--- src/rtl/fp_unpack.sv ---
// Operand front end of the binary32 multiplier: two-stage valid/ready pipeline.
// Stage 1 registers the raw operand words; stage 2 holds their unpacked fields and class flags.
module fp_unpack #(
  parameter bit FTZ   = 1'b1,
  parameter int CNT_W = 8
) (
  input  logic             clk,
  input  logic             rst,
  input  logic             in_valid,
  output logic             in_ready,
  input  logic [31:0]      in_a,
  input  logic [31:0]      in_b,
  output logic             out_valid,
  input  logic             out_ready,
  output logic             a_sign,
  output logic [7:0]       a_exp,
  output logic [23:0]      a_mant,
  output logic [3:0]       a_flags,
  output logic             b_sign,
  output logic [7:0]       b_exp,
  output logic [23:0]      b_mant,
  output logic [3:0]       b_flags,
  output logic [CNT_W-1:0] nan_count
);
  localparam int STAGES  = 2;
  localparam int NUM_OPS = 2;

  typedef struct packed {
    logic        sign;
    logic [7:0]  exp;
    logic [23:0] mant;
    logic [3:0]  flags;  // {nan, inf, zero, denorm}
  } unp_t;

  logic [STAGES:1]               vld_pipe;
  logic                          en1, en2, xfer_out, has_nan;
  logic [NUM_OPS-1:0][31:0]      in_word, s1_word;
  unp_t [NUM_OPS-1:0]            out_q;
  logic [CNT_W-1:0]              nan_cnt;

  function automatic unp_t classify(input logic [31:0] w);
    unp_t        r;
    logic [7:0]  e;
    logic [22:0] f;
    e       = w[30:23];
    f       = w[22:0];
    r.sign  = w[31];
    r.exp   = e;
    r.mant  = {1'b1, f};
    r.flags = 4'b0000;
    if (e == 8'hFF) begin
      if (f != '0) r.flags = 4'b1000;
      else begin
        r.flags = 4'b0100;
        r.mant  = '0;
      end
    end else if (e == 8'h00) begin
      r.mant = '0;
      if (f == '0)  r.flags = 4'b0010;
      else if (FTZ) r.flags = 4'b0011;
      else begin
        // Denormals keep their fraction with the exponent the hidden-bit math expects.
        r.flags = 4'b0001;
        r.exp   = 8'h01;
        r.mant  = {1'b0, f};
      end
    end
    return r;
  endfunction

  assign in_word  = {in_b, in_a};
  assign en2      = !vld_pipe[2] | out_ready;
  assign en1      = !vld_pipe[1] | en2;
  assign in_ready = en1;
  assign xfer_out = vld_pipe[2] & out_ready;
  assign has_nan  = out_q[0].flags[3] | out_q[1].flags[3];

  always_ff @(posedge clk) begin
    if (rst) begin
      vld_pipe <= '0;
      s1_word  <= '0;
      out_q    <= '0;
      nan_cnt  <= '0;
    end else begin
      if (en1) vld_pipe[1] <= in_valid;
      if (en2) vld_pipe[2] <= vld_pipe[1];
      for (int i = 0; i < NUM_OPS; i++) begin
        if (en1 && in_valid)     s1_word[i] <= in_word[i];
        if (en2 && vld_pipe[1])  out_q[i]   <= classify(s1_word[i]);
      end
      if (xfer_out && has_nan && nan_cnt != '1)
        nan_cnt <= nan_cnt + CNT_W'(1);
    end
  end

  assign out_valid = vld_pipe[2];
  assign a_sign    = out_q[0].sign;
  assign a_exp     = out_q[0].exp;
  assign a_mant    = out_q[0].mant;
  assign a_flags   = out_q[0].flags;
  assign b_sign    = out_q[1].sign;
  assign b_exp     = out_q[1].exp;
  assign b_mant    = out_q[1].mant;
  assign b_flags   = out_q[1].flags;
  assign nan_count = nan_cnt;
endmodule

--- config.mk ---
export PLATFORM = sky130hd
export DESIGN_NAME = fp_unpack
export DESIGN_NICKNAME = d
export VERILOG_FILES = /design/src/rtl/fp_unpack.sv
export SDC_FILE = /design/constraint.sdc
export NUM_CORES = 1
export LEC_CHECK = 0
export CELL_PAD_IN_SITES_DETAIL_PLACEMENT = 1
export CELL_PAD_IN_SITES_GLOBAL_PLACEMENT = 1
export CORE_ASPECT_RATIO = 0.6
export CORE_UTILIZATION = 36
export CTS_BUF_LIST = sky130_fd_sc_hd__clkbuf_2
export DETAILED_ROUTE_END_ITERATION = 16
export GPL_TIMING_DRIVEN = 0
export HOLD_SLACK_MARGIN = 0.1
export PLACE_DENSITY_LB_ADDON = 0.05
export SKIP_CTS_REPAIR_TIMING = 1
export SLEW_MARGIN = 20
export SYNTH_ARGS = -nofsm -noshare
export SYNTH_HDL_FRONTEND = slang
export SYNTH_SLANG_ARGS = --single-unit
--- constraint.sdc ---
create_clock -name clk -period 2.18 [get_ports clk]
set_input_delay 0.436 -clock clk [delete_from_list [all_inputs] [get_ports clk]]
set_output_delay 0.436 -clock clk [all_outputs]
set_load 0.01 [all_outputs]
==> flow_summary.yaml, run 1 <==
routing:
  drc: 0
  drtAntennaViolNets: 0
  wl_per_cell_um: 17.75
  drtPass1Iterations: 4
  vias: 4835
  detail_route.iter0.violations: 139
  vias_per_cell: 5.036
  finalWirelength_mm: 17.04
synthesis:
  ys_top_cells_by_count: "nand2_1 (179), dfxtp_1 (148), a21oi_1 (93)"
  synth_area_um2: 5220
  syn_avg_cell_area_um2: 8.954
  yosysTopAreaCell: "dfxtp_1"
  yosys_most_used_dff: "dfxtp_1"
  synth_edf_count: 0
  synth-seq-cells: 148
  async_reset_ff_share_pct: 0
  yosysMostFrequentCell: "nand2_1"
  synth-seq-area-share_pct: 56.76
  ys_top_cells_by_area: "dfxtp_1 (57%), nand2_1 (13%), a21oi_1 (8.9%), a22o_1 (7.4%), clkbuf_1 (1.8%)"
  netlist.area_leader.share_pct: 56.76
  yosys_warnings: 0
  syn_nets: 652
  netlist_instances: 583
  synthDistinctLibCells: 39
finish:
  finalNetCount: 824
  layout.cells.non_filler: 960
  antenna_cells: 0
  area_growth_pct: 40.36
  drive_above_1_share_pct: 12.37
  final_area_um2: 7327
setup_path:
  cp.buffers_inverters: 1
  start_kind: "flip-flop"
  endpoint_kind: "primary output"
  cp_top_family: "buffers and inverters"
  cp_data_arrival_time_ns: 1.64
  path_cells: "clkdlybuf4s50_1"
  critPathKind: "flip-flop to primary output"
  required_ns: 1.74
  critPathSlowestCell: "clkdlybuf4s50_1"
  critPathMaxStageDelay_ns: 0.59
  path_max_fanout: 2
place:
  place_inst: 925
  dp_hpwl_mm: 12.74
  dpl-instance-area_um2: 6962
  portBuffers: 150
  gp_congestion: 0.8470
clock_tree:
  root_buffer: "clkbuf_2"
  clk_pin_slew_ns: 0.26
  cts.sinks: 148
  h-tree-depth: 4
  cts_tree: "done"
  cts_buffer_depth: 2
  clock_latency_ns: 0.71
  cts_buffers: 17
job:
  drv_cap: 0
sta:
  report.final.hold_viol_count: 0
  slew_violations: 0
  finalSetupViolCount: 0
  fin_crit_ns: 2.076
  tightest_slew_ns: 0.6336
  max_freq_mhz: 481.6
  post-route-period-util_pct: 95.25
  clock_skew_ns: 0.05764
  max-slew-margin-rel_pct: 57.57
pwr:
  power_mw: 5.201
  static-leakage-power_nw: 2.875
  power_density_nw_per_um2: 709.8
  vdd_drop_max_uv: 316.7
die:
  die_height_um: 95.28
  coreArea_um2: 13910
  die_width_um: 157.5
  fp.dieArea_um2: 15000
  initial_core_util_pct: 37.51
  rows: 33
  ios: 152
global_routing:
  overflow: 0
  grt_pass1_vias: 4928
  grt_max_degree: 17
  grt_util_all_layers_pct: 23.21
  antenna_found_initial: 0
  grt_first_pass_wirelength_mm: 25.90
status:
  status: "finished clean"
hold_path:
  min_path_type: "input port to flip-flop"
[power by group]
group          internal (mW)  switching, mW  leakage, nW  total [mW]
Combinational          0.269          0.296         1.49       0.565
Sequential              2.81         0.0886         1.22        2.90
Clock                  0.670           1.07        0.161        1.74
[flip-flops by register name, summed over array words and instances (netlist names)]
register	count
a_exp	8
a_flags	4
a_mant	24
a_sign	1
b_exp	8
b_flags	4
b_mant	24
b_sign	1
nan_count	8
s1_word	64
vld_pipe	2
[path summary, 6_finish.rpt]
path                            cells after the start                     start  slack (ns)                  endpoint
worst max-delay path                                1     b_exp[1]$_SDFFE_PP0P_        0.10                  b_exp[1]
worst min-delay path                                3                  in_a[14]        0.23  s1_word[14]$_SDFFE_PP0P_
worst max register to register                      5  s1_word[26]$_SDFFE_PP0P_        0.28    a_mant[2]$_SDFFE_PP0P_
worst min register to register                      2  s1_word[26]$_SDFFE_PP0P_        0.46     a_exp[3]$_SDFFE_PP0P_
[area by class of cell]
cell class / instances / area (um^2)
Multi-Input combinational cell: 395 / 2086
Clock buffer: 19 / 95.09
Sequential cell: 148 / 3012
Inverter: 2 / 7.507
Tap cell: 192 / 240.2
Clock inverter: 13 / 168.9
Buffer: 38 / 163.9
Fill cell: 1609 / 6588
Timing Repair Buffer: 153 / 1554
[per-layer routing]
metal  vias to the layer above  share of wire, %  track usage [%]
li1                       2366                 -                -
met1                      2366                50            32.46
met2                       101                44            35.32
met3                         2               5.7            5.500
met4                         0              0.18            7.201
met5                         -                 0                0
[stage by stage]
step / util, % / hold WS [ns] / setup TNS (ns) / setup WS (ns)
floorplan: - / 0.4321 / 0 / 0.5486
global placement: 50.03 / 0.4396 / -7.660 / -0.1851
detailed placement: 50.03 / 0.4473 / -11.25 / -0.2372
CTS: 51.93 / 0.1748 / -0.3811 / -0.1446
global route: 52.66 / 0.1570 / -0.004963 / -0.002872
finish: 52.66 / 0.2339 / 0 / 0.1036
[kinds of logic (layout without fill, tap and decap cells)]
kind of cell | after synthesis | count (layout) | synth area share (%)
compound gates | 152 | 152 | 18.65
xor+xnor | 3 | 3 | 0.5034
fa+ha+maj | 1 | 1 | 0.2397
buf+inv | 40 | 225 | 3.284
flops | 148 | 148 | 56.76
mux | 1 | 1 | 0.1918
simple gates | 238 | 238 | 20.37
[placed cells by master, fill, tap and decap left out, drive strengths merged, types with 4 or more instances in the layout]
cell type,instances
dlymetal6s2s,12
nand3,6
o41ai,4
a22o,46
clkdlybuf4s50,138
nor4,16
inv,8
nand4,6
nand2,179
dfxtp,148
buf,16
clkbuf,44
nor2,10
a21oi,94
(Power assumes the default switching activity.)
==> run 2: changes to the inputs <==
--- a/config.mk
+++ b/config.mk
@@ -8,6 +8,7 @@
 export CELL_PAD_IN_SITES_DETAIL_PLACEMENT = 1
 export CELL_PAD_IN_SITES_GLOBAL_PLACEMENT = 1
 export CORE_ASPECT_RATIO = 0.6
+export CORE_MARGIN = 1.5
 export CORE_UTILIZATION = 36
 export CTS_BUF_LIST = sky130_fd_sc_hd__clkbuf_2
 export DETAILED_ROUTE_END_ITERATION = 16
==> flow_summary.yaml, run 2 (same netlist as run 1, synthesis figures left out) <==
routing:
  drc: 0
  detail_route.iter0.violations: 220
  wl_met1_mm: 8.495
  top_layer: "met4"
  vias: 4857
  wl_met3_mm: 1.070
  wl_met2_mm: 7.504
  wl_per_cell_um: 17.97
  vias_per_cell: 5.075
  finalWirelength_mm: 17.20
  drtPass1Iterations: 4
  drtAntennaViolNets: 0
sta:
  report.final.hold_viol_count: 0
  hold_slack_ns: 0.2270
  finalSetupViolCount: 0
  fin_crit_ns: 2.108
  post-route-worst-setup-slack_ns: 0.07224
  clock_skew_ns: 0.05594
  post-route-period-util_pct: 96.69
  max-slew-margin-rel_pct: 55.03
  slew_violations: 0
  rsz0062_at_grt: "false"
  finalSetupTns_ns: 0
  max_freq_mhz: 474.4
  tightest_slew_ns: 0.6745
finish:
  nFillCells: 1647
  area_growth_pct: 39.33
  final_util_pct: 52.27
  finalNetCount: 821
  final_cell_mix: "nand2_1 (179), clkdlybuf4s50_1 (144), dfxtp_1 (120)"
  final_area_um2: 7273
  largest_reg_flops: 64
  drive_above_1_share_pct: 11.37
  antenna_cells: 0
  layout.cells.non_filler: 957
  max_flop_register: "s1_word"
  mostFrequentLayoutCell: "nand2_1"
setup_path:
  start_kind: "flip-flop"
  critPathMaxStageDelay_ns: 0.54
  cp_data_arrival_time_ns: 1.67
  endpoint_kind: "primary output"
  worst-path-stages: 1
  r2r_start: "vld_pipe[2]$_SDFFE_PP0P_"
  critPathSlowestCell: "clkdlybuf4s50_1"
  required_ns: 1.74
  reg2reg_depth: 5
  path_cells: "clkdlybuf4s50_1"
  critPathKind: "flip-flop to primary output"
  path_max_fanout: 2
  cp_top_family: "buffers and inverters"
  critical_path.startpoint: "a_mant[0]$_SDFFE_PP0P_"
  cp.buffers_inverters: 1
die:
  rows: 33
  coreArea_um2: 13910
  die_height_um: 96.28
  die_width_um: 158.5
  initial_core_util_pct: 37.51
  ios: 152
  fp.dieArea_um2: 15260
clock_tree:
  cts_tree: "done"
  cts.sinks: 148
  clk_pin_slew_ns: 0.27
  cts_buffer_depth: 2
  clock_latency_ns: 0.71
  root_buffer: "clkbuf_2"
  cts_buffers: 17
  h-tree-depth: 4
pwr:
  power_density_nw_per_um2: 705.7
  power_mw: 5.133
  vdd_drop_max_uv: 296.1
  static-leakage-power_nw: 2.732
global_routing:
  grt_first_pass_wirelength_mm: 26.74
  grt_max_degree: 17
  overflow: 0
  grt_util_all_layers_pct: 23.40
  grt_pass1_vias: 5064
  antenna_found_initial: 0
job:
  drv_cap: 0
place:
  pre_cts_ws_ns: -0.3476
  dpl-instance-area_um2: 6962
  gp_congestion: 0.8233
  place_inst: 925
  dp_hpwl_mm: 13.09
  portBuffers: 150
hold_path:
  hold_start: "in_a[12]"
  hold_depth: 3
  min_path_type: "input port to flip-flop"
status:
  status: "finished clean"
run 2: worst paths after layout:
kind | endpoint | slack, ns
min | s1_word[12]$_SDFFE_PP0P_ | 0.23
min reg2reg | b_mant[22]$_SDFFE_PP0P_ | 0.47
max reg2reg | s1_word[11]$_SDFFE_PP0P_ | 0.28
max | a_mant[0] | 0.07
run 2: area by class of cell:
class | instances | area (um^2) | area share [%]
multi-input combinational | 395 | 2086 | 28.68
tap | 192 | 240.2 | 3.303
inverter | 2 | 7.507 | 0.1032
clock buffer | 17 | 85.08 | 1.170
buffer | 38 | 163.9 | 2.254
sequential | 148 | 3005 | 41.32
clock inverter | 15 | 168.9 | 2.322
timing repair buffer | 150 | 1516 | 20.85
run 2: power by group:
part / internal (mW) / leakage [nW] / switching (mW)
logic: 0.268 / 1.36 / 0.298
registers: 2.81 / 1.22 / 0.0895
clock network: 0.562 / 0.150 / 1.10
total: 3.64 / 2.73 / 1.49
run 2: per-layer routing:
metal,track usage (%),vias up
met5,0,-
met2,36.24,125
met4,7.632,0
li1,-,2362
met3,5.673,9
met1,32.05,2361
